===== src/rtl/led_pkg.sv =====
// Shared types and constants for the LED running-light speed/direction control
// and the downstream shifter.
package led_pkg;

    localparam int SPEED_W = 2;
    localparam int TICK_W  = 25;
    localparam int CNT_W   = 20;

    localparam logic LED_DIR_LEFT  = 1'b0;
    localparam logic LED_DIR_RIGHT = 1'b1;

    typedef enum logic [1:0] {
        IDLE      = 2'd0,
        PRESS_FLT = 2'd1,
        DOWN      = 2'd2,
        REL_FLT   = 2'd3
    } deb_state_e;

    // Step period for a speed level; each level halves the slowest period.
    function automatic logic [TICK_W-1:0] tick_period(input logic [TICK_W-1:0] base,
                                                      input logic [SPEED_W-1:0] speed);
        return base >> speed;
    endfunction

endpackage


===== src/rtl/key_debounce.sv =====
// Single active-low key: 2-flop synchroniser, press/release filter FSM and window counter.
// Exposes the DOWN state only when LED_SPEED_PAUSE_EN is defined (used for key chords).
//
//   state     | meaning
//   IDLE      | key released and stable
//   PRESS_FLT | key seen low, waiting for a full window of low
//   DOWN      | press confirmed, key held
//   REL_FLT   | key seen high, waiting for a full window of high
module key_debounce
    import led_pkg::*;
#(
    parameter logic [CNT_W-1:0] CNT_20MS = 20'd999_999
) (
    input  logic sys_clk,
    input  logic sys_rst_n,
    input  logic key_i,
    output logic flag_o
`ifdef LED_SPEED_PAUSE_EN
    ,
    output logic down_o
`endif
);

    logic             sync1_q;
    logic             key_s_q;
    deb_state_e       state_q, state_d;
    logic [CNT_W-1:0] cnt_q, cnt_d;
    logic             flag_q, flag_d;

    always_ff @(posedge sys_clk or negedge sys_rst_n) begin
        if (!sys_rst_n) begin
            sync1_q <= 1'b1;
            key_s_q <= 1'b1;
            state_q <= IDLE;
            cnt_q   <= '0;
            flag_q  <= 1'b0;
        end else begin
            sync1_q <= key_i;
            key_s_q <= sync1_q;
            state_q <= state_d;
            cnt_q   <= cnt_d;
            flag_q  <= flag_d;
        end
    end

    always_comb begin
        state_d = state_q;
        cnt_d   = cnt_q;
        flag_d  = 1'b0;
        case (state_q)
            IDLE: begin
                if (!key_s_q) begin
                    state_d = PRESS_FLT;
                    cnt_d   = '0;
                end
            end
            PRESS_FLT: begin
                if (key_s_q) begin
                    state_d = IDLE;
                    cnt_d   = '0;
                end else if (cnt_q >= CNT_20MS) begin
                    state_d = DOWN;
                    cnt_d   = '0;
                    flag_d  = 1'b1;
                end else begin
                    cnt_d = cnt_q + CNT_W'(1);
                end
            end
            DOWN: begin
                if (key_s_q) begin
                    state_d = REL_FLT;
                    cnt_d   = '0;
                end
            end
            REL_FLT: begin
                if (!key_s_q) begin
                    state_d = DOWN;
                    cnt_d   = '0;
                end else if (cnt_q >= CNT_20MS) begin
                    state_d = IDLE;
                    cnt_d   = '0;
                end else begin
                    cnt_d = cnt_q + CNT_W'(1);
                end
            end
            default: begin
                state_d = IDLE;
                cnt_d   = '0;
            end
        endcase
    end

    assign flag_o = flag_q;
`ifdef LED_SPEED_PAUSE_EN
    assign down_o = (state_q == DOWN);
`endif

endmodule


===== src/rtl/led_speed_ctrl.sv =====
// Key-driven speed/direction control and step-tick generator for the 4-LED shifter.
// Optional pause (key chord) feature is compiled in with LED_SPEED_PAUSE_EN.
module led_speed_ctrl
    import led_pkg::*;
#(
    parameter logic [CNT_W-1:0]  CNT_20MS  = 20'd999_999,
    parameter logic [TICK_W-1:0] TICK_BASE = 25'd24_999_999
) (
    input  logic               sys_clk,
    input  logic               sys_rst_n,
    input  logic [1:0]         key_in,
    output logic [1:0]         key_flag,
    output logic [SPEED_W-1:0] speed_sel,
    output logic               dir_out,
    output logic               paused,
    output logic               tick_out
);

    logic [1:0]         flag;
    logic [SPEED_W-1:0] speed_q, speed_d;
    logic               dir_q, dir_d;
    logic [TICK_W-1:0]  cnt_q, cnt_d;
    logic               tick_q, tick_d;
    logic [TICK_W-1:0]  period;
    logic               pause_hold;

`ifdef LED_SPEED_PAUSE_EN
    logic [1:0] down;
    logic       paused_q, paused_d;
`endif

    for (genvar i = 0; i < 2; i++) begin : g_key
        key_debounce #(
            .CNT_20MS(CNT_20MS)
        ) u_deb (
            .sys_clk  (sys_clk),
            .sys_rst_n(sys_rst_n),
            .key_i    (key_in[i]),
            .flag_o   (flag[i])
`ifdef LED_SPEED_PAUSE_EN
            ,
            .down_o   (down[i])
`endif
        );
    end

    always_ff @(posedge sys_clk or negedge sys_rst_n) begin
        if (!sys_rst_n) begin
            speed_q <= '0;
            dir_q   <= LED_DIR_LEFT;
            cnt_q   <= '0;
            tick_q  <= 1'b0;
        end else begin
            speed_q <= speed_d;
            dir_q   <= dir_d;
            cnt_q   <= cnt_d;
            tick_q  <= tick_d;
        end
    end

`ifdef LED_SPEED_PAUSE_EN
    always_ff @(posedge sys_clk or negedge sys_rst_n) begin
        if (!sys_rst_n) paused_q <= 1'b0;
        else            paused_q <= paused_d;
    end
`endif

    always_comb begin
        speed_d = speed_q;
        dir_d   = dir_q;
`ifdef LED_SPEED_PAUSE_EN
        // A flag while the other key is held is a chord: toggle pause, drop the normal action.
        paused_d = paused_q;
        if ((flag[0] && down[1]) || (flag[1] && down[0])) paused_d = ~paused_q;
        if (flag[0] && !down[1]) speed_d = speed_q + SPEED_W'(1);
        if (flag[1] && !down[0]) dir_d = ~dir_q;
        pause_hold = paused_q | paused_d;
`else
        if (flag[0]) speed_d = speed_q + SPEED_W'(1);
        if (flag[1]) dir_d = ~dir_q;
        pause_hold = 1'b0;
`endif

        // Speed change and pause restart the period from zero so the first tick is a full period out.
        period = tick_period(TICK_BASE, speed_q);
        tick_d = 1'b0;
        if ((speed_d != speed_q) || pause_hold) begin
            cnt_d = '0;
        end else if (cnt_q >= period) begin
            cnt_d  = '0;
            tick_d = 1'b1;
        end else begin
            cnt_d = cnt_q + TICK_W'(1);
        end
    end

    assign key_flag  = flag;
    assign speed_sel = speed_q;
    assign dir_out   = dir_q;
    assign tick_out  = tick_q;
`ifdef LED_SPEED_PAUSE_EN
    assign paused    = paused_q;
`else
    assign paused    = 1'b0;
`endif

endmodule

===== config.mk =====
export PLATFORM = sky130hd
export DESIGN_NAME = led_speed_ctrl
export DESIGN_NICKNAME = d
export VERILOG_FILES = /design/src/rtl/led_pkg.sv /design/src/rtl/key_debounce.sv /design/src/rtl/led_speed_ctrl.sv
export SDC_FILE = /design/constraint.sdc
export NUM_CORES = 1
export LEC_CHECK = 0
export ABC_CLOCK_PERIOD_IN_PS = 4200
export CAP_MARGIN = 20
export CORE_MARGIN = 2
export CORE_UTILIZATION = 55
export DETAILED_ROUTE_END_ITERATION = 10
export PLACE_DENSITY = 0.72
export SYNTH_ARGS = -nofsm -noshare
export SYNTH_HDL_FRONTEND = slang
export SYNTH_SLANG_ARGS = --single-unit

===== constraint.sdc =====
create_clock -name sys_clk -period 4.2 [get_ports sys_clk]
set_input_delay 0.42 -clock sys_clk [delete_from_list [all_inputs] [get_ports sys_clk]]
set_output_delay 0.42 -clock sys_clk [all_outputs]
set_load 0.02 [all_outputs]

==> results of run 1 <==
-- timing repair --
action | 4_1_cts | 5_1_grt
gates resized for setup | 0 | 0
endpoints found under the hold margin | 0 | 20
hold buffers | 0 | 1
setup buffers | 0 | 0
-- where the power goes --
group,total [µW],internal (µW),switching (µW)
combinational,228,75.3,153
clock,626,335,291
sequential,816,786,30.0
total,1670,1200,473
-- state kept, by name, indices dropped and copies added (netlist names), named ones only --
register / cells
speed_sel: 2
g_key.u_deb.key_s_q: 2
dir_out: 1
g_key.u_deb.state_q: 2
tick_out: 1
g_key.u_deb.cnt_q: 40
g_key.u_deb.flag_o: 2
cnt_q: 25
g_key.u_deb.sync1_q: 2
-- placed cells by master (no fill, tap or decap), types with 2 or more instances in the layout --
| master | n |
|---|---|
| nand3b_1 | 2 |
| and2_1 | 6 |
| clkinv_2 | 2 |
| nor2b_1 | 4 |
| dfrtp_1 | 75 |
| dfstp_2 | 4 |
| o21ai_1 | 3 |
| maj3_1 | 2 |
| nand3_1 | 42 |
| a41oi_1 | 4 |
| nand2_1 | 44 |
| a31oi_1 | 15 |
| buf_4 | 2 |
| inv_1 | 10 |
| a21oi_1 | 16 |
| nor2_1 | 52 |
| ha_1 | 21 |
| or2b_1 | 2 |
| o211ai_1 | 2 |
| nor3_1 | 8 |
| a21o_1 | 2 |
| or4_1 | 3 |
| clkdlybuf4s50_1 | 8 |
| nor4_1 | 2 |
| bufinv_16 | 2 |
| nor2_2 | 3 |
| and4_1 | 2 |
| xnor2_1 | 8 |
| or3_1 | 3 |
| xor2_1 | 29 |
| o31ai_1 | 8 |
| nand4_1 | 9 |
| a22o_1 | 6 |
| o21ai_0 | 28 |
| clkbuf_8 | 9 |
| and3_1 | 20 |
-- metal layers --
metal / vias to the layer above / routed length [µm] / GRT usage, % / share of wire, %
li1: 1678 / - / - / -
met1: 1621 / 4070 / 28.9 / 48
met2: 54 / 3940 / 35.4 / 47
met3: 11 / 251 / 3.46 / 3.0
met4: 0 / 140 / 9.68 / 1.7
met5: - / 0 / 0 / 0
-- final cells by class --
| class | instances | area, µm² |
|---|---|---|
| Clock buffer | 9 | 124 |
| Clock inverter | 7 | 95.1 |
| Fill cell | 657 | 2990 |
| Inverter | 10 | 37.5 |
| Multi-Input combinational cell | 361 | 2240 |
| Sequential cell | 79 | 1980 |
| Tap cell | 102 | 128 |
| Timing Repair Buffer | 12 | 133 |
-- metrics by stage --
stage	power, µW	area, µm²
CTS	1680	4700
finish	1670	4740
floorplan	1020	4370
global route	1760	4740
global placement	1050	4490
detailed placement	1050	4490
-- cells by family (layout without fill, tap and decap cells) --
group,count (synthesis),in the layout,share of synthesized area [%]
AO/OA/AOI/OAI,93,93,13.7
AND/OR/NAND/NOR,207,207,23.6
XOR/XNOR,37,37,7.41
other,1,1,0.0858
flip-flops,79,79,45.3
adder cells (fa/ha/maj),23,23,6.47
buffers and inverters,26,38,3.32
-- worst max-delay path by stage --
stage	startpoint	end	slack, ps
5_1_grt	speed_sel[1]$_DFF_PN0_	cnt_q[24]$_DFF_PN0_	930
3_5_place_dp	speed_sel[1]$_DFF_PN0_	cnt_q[3]$_DFF_PN0_	1200
3_3_place_gp	speed_sel[1]$_DFF_PN0_	cnt_q[24]$_DFF_PN0_	1330
2_1_floorplan	speed_sel[0]$_DFF_PN0_	cnt_q[16]$_DFF_PN0_	1580
6_report	speed_sel[1]$_DFF_PN0_	cnt_q[11]$_DFF_PN0_	1170
4_1_cts	speed_sel[1]$_DFF_PN0_	cnt_q[18]$_DFF_PN0_	1170
==> impl_metrics.py, run 1 <==
metrics = {
    "power": {
        "p_leak_uw": 0.00214,
        "power_density_nw_per_um2": 352,
        "ir_worst_vdd_mv": 0.261,
    },
    "sta": {
        "min_period_over_period_pct": 72.1,
        "slew_headroom_pct": 46.1,
        "timing.final.max_slew_violations": 0,
        "setup_slack_ps": 1170,
        "setup_tns_ps": 0,
        "worstMarginPinSlew_ps": 808,
        "grt_setup_unrepaired": "false",
        "skew_ps": 7.44,
        "layout_min_cycle_time_ps": 3030,
        "hold_violations": 0,
        "clock.fmax_mhz": 330,
        "whs_ps": 358,
        "setup_viol": 0,
    },
    "place": {
        "place_congestion": 0.887,
        "portBuffers": 9,
        "place_hpwl_um": 5570,
        "dp.cells": 562,
        "dp_slack_ps": 1200,
    },
    "floorplanning": {
        "fp.dieW_um": 93.1,
        "start_util_pct": 56.6,
        "core_area_um2": 7730,
        "fp.dieH_um": 93.1,
        "ios": 11,
        "num_rows": 32,
        "dieArea_um2": 8680,
    },
    "yosys": {
        "ys_ff_latch": 79,
        "synthTopCellsByArea": "dfrtp_1 (43%), ha_1 (6.0%), xor2_1 (5.8%)",
        "synth_top_cell_by_area": "dfrtp_1",
        "synth-seq-area-share_pct": 45.3,
        "syn_nets": 491,
        "yosys-top-cells-count": "dfrtp_1 (75), nor2_1 (52), nand2_1 (44)",
        "synth_warnings": 0,
        "synth-async-reset-ratio_pct": 100,
        "synthFlopType": "dfrtp_1",
        "synth_edf_count": 0,
        "yosysMostFrequentCell": "dfrtp_1",
        "synth_cells": 466,
        "syn_area_per_cell_um2": 9.38,
        "netlist.area_leader.share_pct": 42.9,
        "netlist_area_um2": 4370,
        "ys_types": 51,
    },
    "routing": {
        "vias": 3364,
        "avgViaCountPerCell": 5.80,
        "ant_nets": 0,
        "wire_per_inst_um": 14.5,
        "drc": 0,
        "finalWirelength_um": 8400,
        "dr.pass1.iters": 4,
        "drtIter0Drc": 175,
    },
    "status": {
        "outcome": "finished clean",
    },
    "grt": {
        "antenna_found_initial": 0,
        "grt_pass1_vias": 3318,
        "grt.overflow.total": 0,
        "grt_max_degree": 80,
        "grt_usage_pct": 21.8,
        "grt_pass1_wl_um": 15200,
    },
    "worst_setup_path": {
        "path_class": "reg2reg",
        "r2r_cells": 10,
        "reg2reg_setup_slack_ps": 1170,
        "critPathLaunchType": "register",
        "crit_path_end_kind": "register",
        "r2r-end": "cnt_q[11]$_DFF_PN0_",
        "cp_data_required_time_ps": 4430,
        "path_buf_inv": 2,
        "critPathArrivalTime_ps": 3250,
        "critPathTopFamily": "simple AND/OR/NAND/NOR gates",
        "crit_cells": 10,
        "r2r_start": "speed_sel[1]$_DFF_PN0_",
        "slowest_delay_ps": 440,
        "cpMaxStageDelayCell": "dfrtp_1",
        "cp_max_fo": 25,
        "path_cells": "inv_1 > ha_1 > inv_1 > ha_1 > or4bb_1 > nor3_1 > o211ai_1 > a41o_1 > nand3b_2 > nor2_1",
    },
    "hold_path": {
        "min_path_type": "reg2reg",
        "holdPathStages": 0,
        "min_from": "g_key[1].u_deb.sync1_q$_DFF_PN1_",
        "hold_end": "g_key[1].u_deb.key_s_q$_DFF_PN1_",
    },
    "cts": {
        "cts_buffer_depth": 2,
        "cts_buffers": 9,
        "clock-sinks": 79,
        "clock_latency_ps": 360,
        "cts_tree": "done",
        "cts_root_buf": "clkbuf_8",
        "clk_pin_slew_worst_paths_ps": 90,
        "htree_num_levels": 3,
    },
    "layout": {
        "final_cell_count_no_fill": 580,
        "antennaDiodeCount": 0,
        "final_util_pct": 61.4,
        "final_nets": 498,
        "syn2layout_area_growth_pct": 8.50,
        "drive_gt1_share_pct": 6.90,
    },
    "job": {
        "max_cap_viol_count": 0,
    },
}
No activity file was read; power rests on OpenSTA's default activity.
==> run 2: changes to the inputs <==
- ABC_CLOCK_PERIOD_IN_PS: 4200 -> 3150
- clock period: 4.2 -> 3.15 ns (I/O delays scaled with it)
==> run 2 against run 1 <==
Against the previous run:
- combinational power up 38%
- core utilization grew 0.89 points
- sequential share of layout area decreased by 0.60 points
- flip-flop and latch count unchanged
==> impl_metrics.py, run 2 (same netlist as run 1, synthesis figures left out) <==
metrics = {
    "worst_setup_path": {
        "cp_max_fo": 18,
        "crit_path_end_kind": "register",
        "critPathArrivalTime_ps": 3140,
        "critPathLaunchType": "register",
        "cp_data_required_time_ps": 3390,
        "path_class": "reg2reg",
    },
    "floorplanning": {
        "start_util_pct": 56.6,
        "ios": 11,
        "core_area_um2": 7730,
        "fp.dieH_um": 93.1,
        "dieArea_um2": 8680,
        "fp.dieW_um": 93.1,
        "num_rows": 32,
    },
    "routing": {
        "vias": 3361,
        "dr.pass1.iters": 7,
        "drc": 0,
        "avgViaCountPerCell": 5.77,
        "finalWirelength_um": 8490,
        "wire_per_inst_um": 14.6,
        "ant_nets": 0,
        "drtIter0Drc": 204,
    },
    "power": {
        "p_seq_share_pct": 46.4,
        "switching_share_pct": 27.0,
        "p_sw_uw": 634,
        "p_clk_share_pct": 40.2,
        "p_comb_share_pct": 13.4,
        "ir_worst_vdd_mv": 0.358,
        "p_leak_uw": 0.00217,
        "power_density_nw_per_um2": 487,
        "intPower_uw": 1710,
        "finalPower_uw": 2340,
    },
    "layout": {
        "multiInputGateArea_um2": 2240,
        "final_nets": 501,
        "antennaDiodeCount": 0,
        "final_cell_count_no_fill": 583,
        "largestRegisters": "g_key.u_deb.cnt_q: 40 flops, cnt_q: 25 flops",
        "largest_reg_flops": 40,
        "final_util_pct": 62.3,
        "regMostFlops": "g_key.u_deb.cnt_q",
        "drive_gt1_share_pct": 7.48,
        "final_common_cell": "dfrtp_1",
        "mostFrequentLayoutCells": "dfrtp_1 (75), nor2_1 (52), nand2_1 (44), nand3_1 (42), xor2_1 (29)",
        "n_fill_cell": 660,
        "syn2layout_area_growth_pct": 10.1,
        "seqCellArea_um2": 1980,
    },
    "cts": {
        "cts_buffer_depth": 2,
        "clock-sinks": 79,
        "cts_buffers": 9,
        "cts_tree": "done",
        "hold_buffers": 0,
        "cts_setup_buffers": 0,
        "clock_latency_ps": 350,
        "htree_num_levels": 3,
        "post_cts_resized": 0,
        "cts_root_buf": "clkbuf_8",
        "clk_pin_slew_worst_paths_ps": 80,
    },
    "sta": {
        "setup_tns_ps": 0,
        "layout_min_cycle_time_ps": 2900,
        "setup_viol": 0,
        "timing.final.max_slew_violations": 0,
        "clock.fmax_mhz": 345,
        "skew_ps": 7.45,
        "min_period_over_period_pct": 92.1,
        "slew_headroom_pct": 47.2,
        "hold_violations": 0,
        "grt_setup_unrepaired": "false",
        "worstMarginPinSlew_ps": 791,
    },
    "grt": {
        "grt_max_degree": 80,
        "grt_pass1_wl_um": 14500,
        "grt.overflow.total": 0,
        "grt_pass1_vias": 3222,
        "grt_usage_pct": 20.8,
        "antenna_found_initial": 0,
    },
    "job": {
        "max_cap_viol_count": 0,
    },
    "hold_path": {
        "min_path_type": "reg2reg",
    },
    "place": {
        "portBuffers": 9,
        "place_congestion": 0.909,
        "dp.cells": 565,
        "place_hpwl_um": 5710,
    },
    "status": {
        "outcome": "finished clean",
    },
}
## run 2: layer usage
layer	vias up	share of wire, %	GRT usage, %
met4	0	1.1	8.33
met3	6	4.4	3.95
met2	63	47	33.5
met5	-	0	0
li1	1687	-	-
met1	1605	48	28.1
## run 2: through the flow
step,cell area (µm²),hold WS [ps],setup WS (ps)
after floorplan,4370,19.4,533
after global placement,4520,346,406
after detailed placement,4520,349,287
after CTS,4770,165,260
after global routing,4810,368,67.8
final,4810,361,250
## run 2: cell type report
class | instances | share of cell area, %
clock inverters | 6 | 2.39
inverters | 10 | 0.780
flip-flops and latches | 79 | 41.2
clock buffers | 10 | 2.86
repair buffers | 15 | 3.49
multi-input cells | 361 | 46.6
well taps | 102 | 2.65
## run 2: path summary, 6_finish.rpt
path,slack [ps],from,endpoint,cells past startpoint
min in group asynchronous,370,sys_rst_n,g_key[0].u_deb.cnt_q[9]$_DFFE_PN0P_,2
min,360,g_key[0].u_deb.sync1_q$_DFF_PN1_,g_key[0].u_deb.key_s_q$_DFF_PN1_,0
max reg2reg,250,speed_sel[1]$_DFF_PN0_,cnt_q[16]$_DFF_PN0_,11
max,250,speed_sel[1]$_DFF_PN0_,cnt_q[16]$_DFF_PN0_,11
max in group asynchronous,2130,sys_rst_n,g_key[1].u_deb.sync1_q$_DFF_PN1_,3
min reg2reg,360,g_key[0].u_deb.sync1_q$_DFF_PN1_,g_key[0].u_deb.key_s_q$_DFF_PN1_,0
## run 2: worst max-delay path, stage by stage, from the launching register on
cell and delay (ps):
dfrtp_1 440, inv_1 170, ha_1 370, inv_1 120, ha_1 280, or4bb_1 420, nor3_1 220, o211ai_1 110
a41o_1 230, nand3b_2 200, buf_12 180, nor2_1 60
## run 2: power groups by stage
stage,registers [µW],logic [µW],clock network [µW]
after detailed placement,1110,313,0
final,1090,315,943
after global placement,1100,304,0
after floorplan,1100,261,0
after CTS,1090,313,958
after global routing,1090,357,997
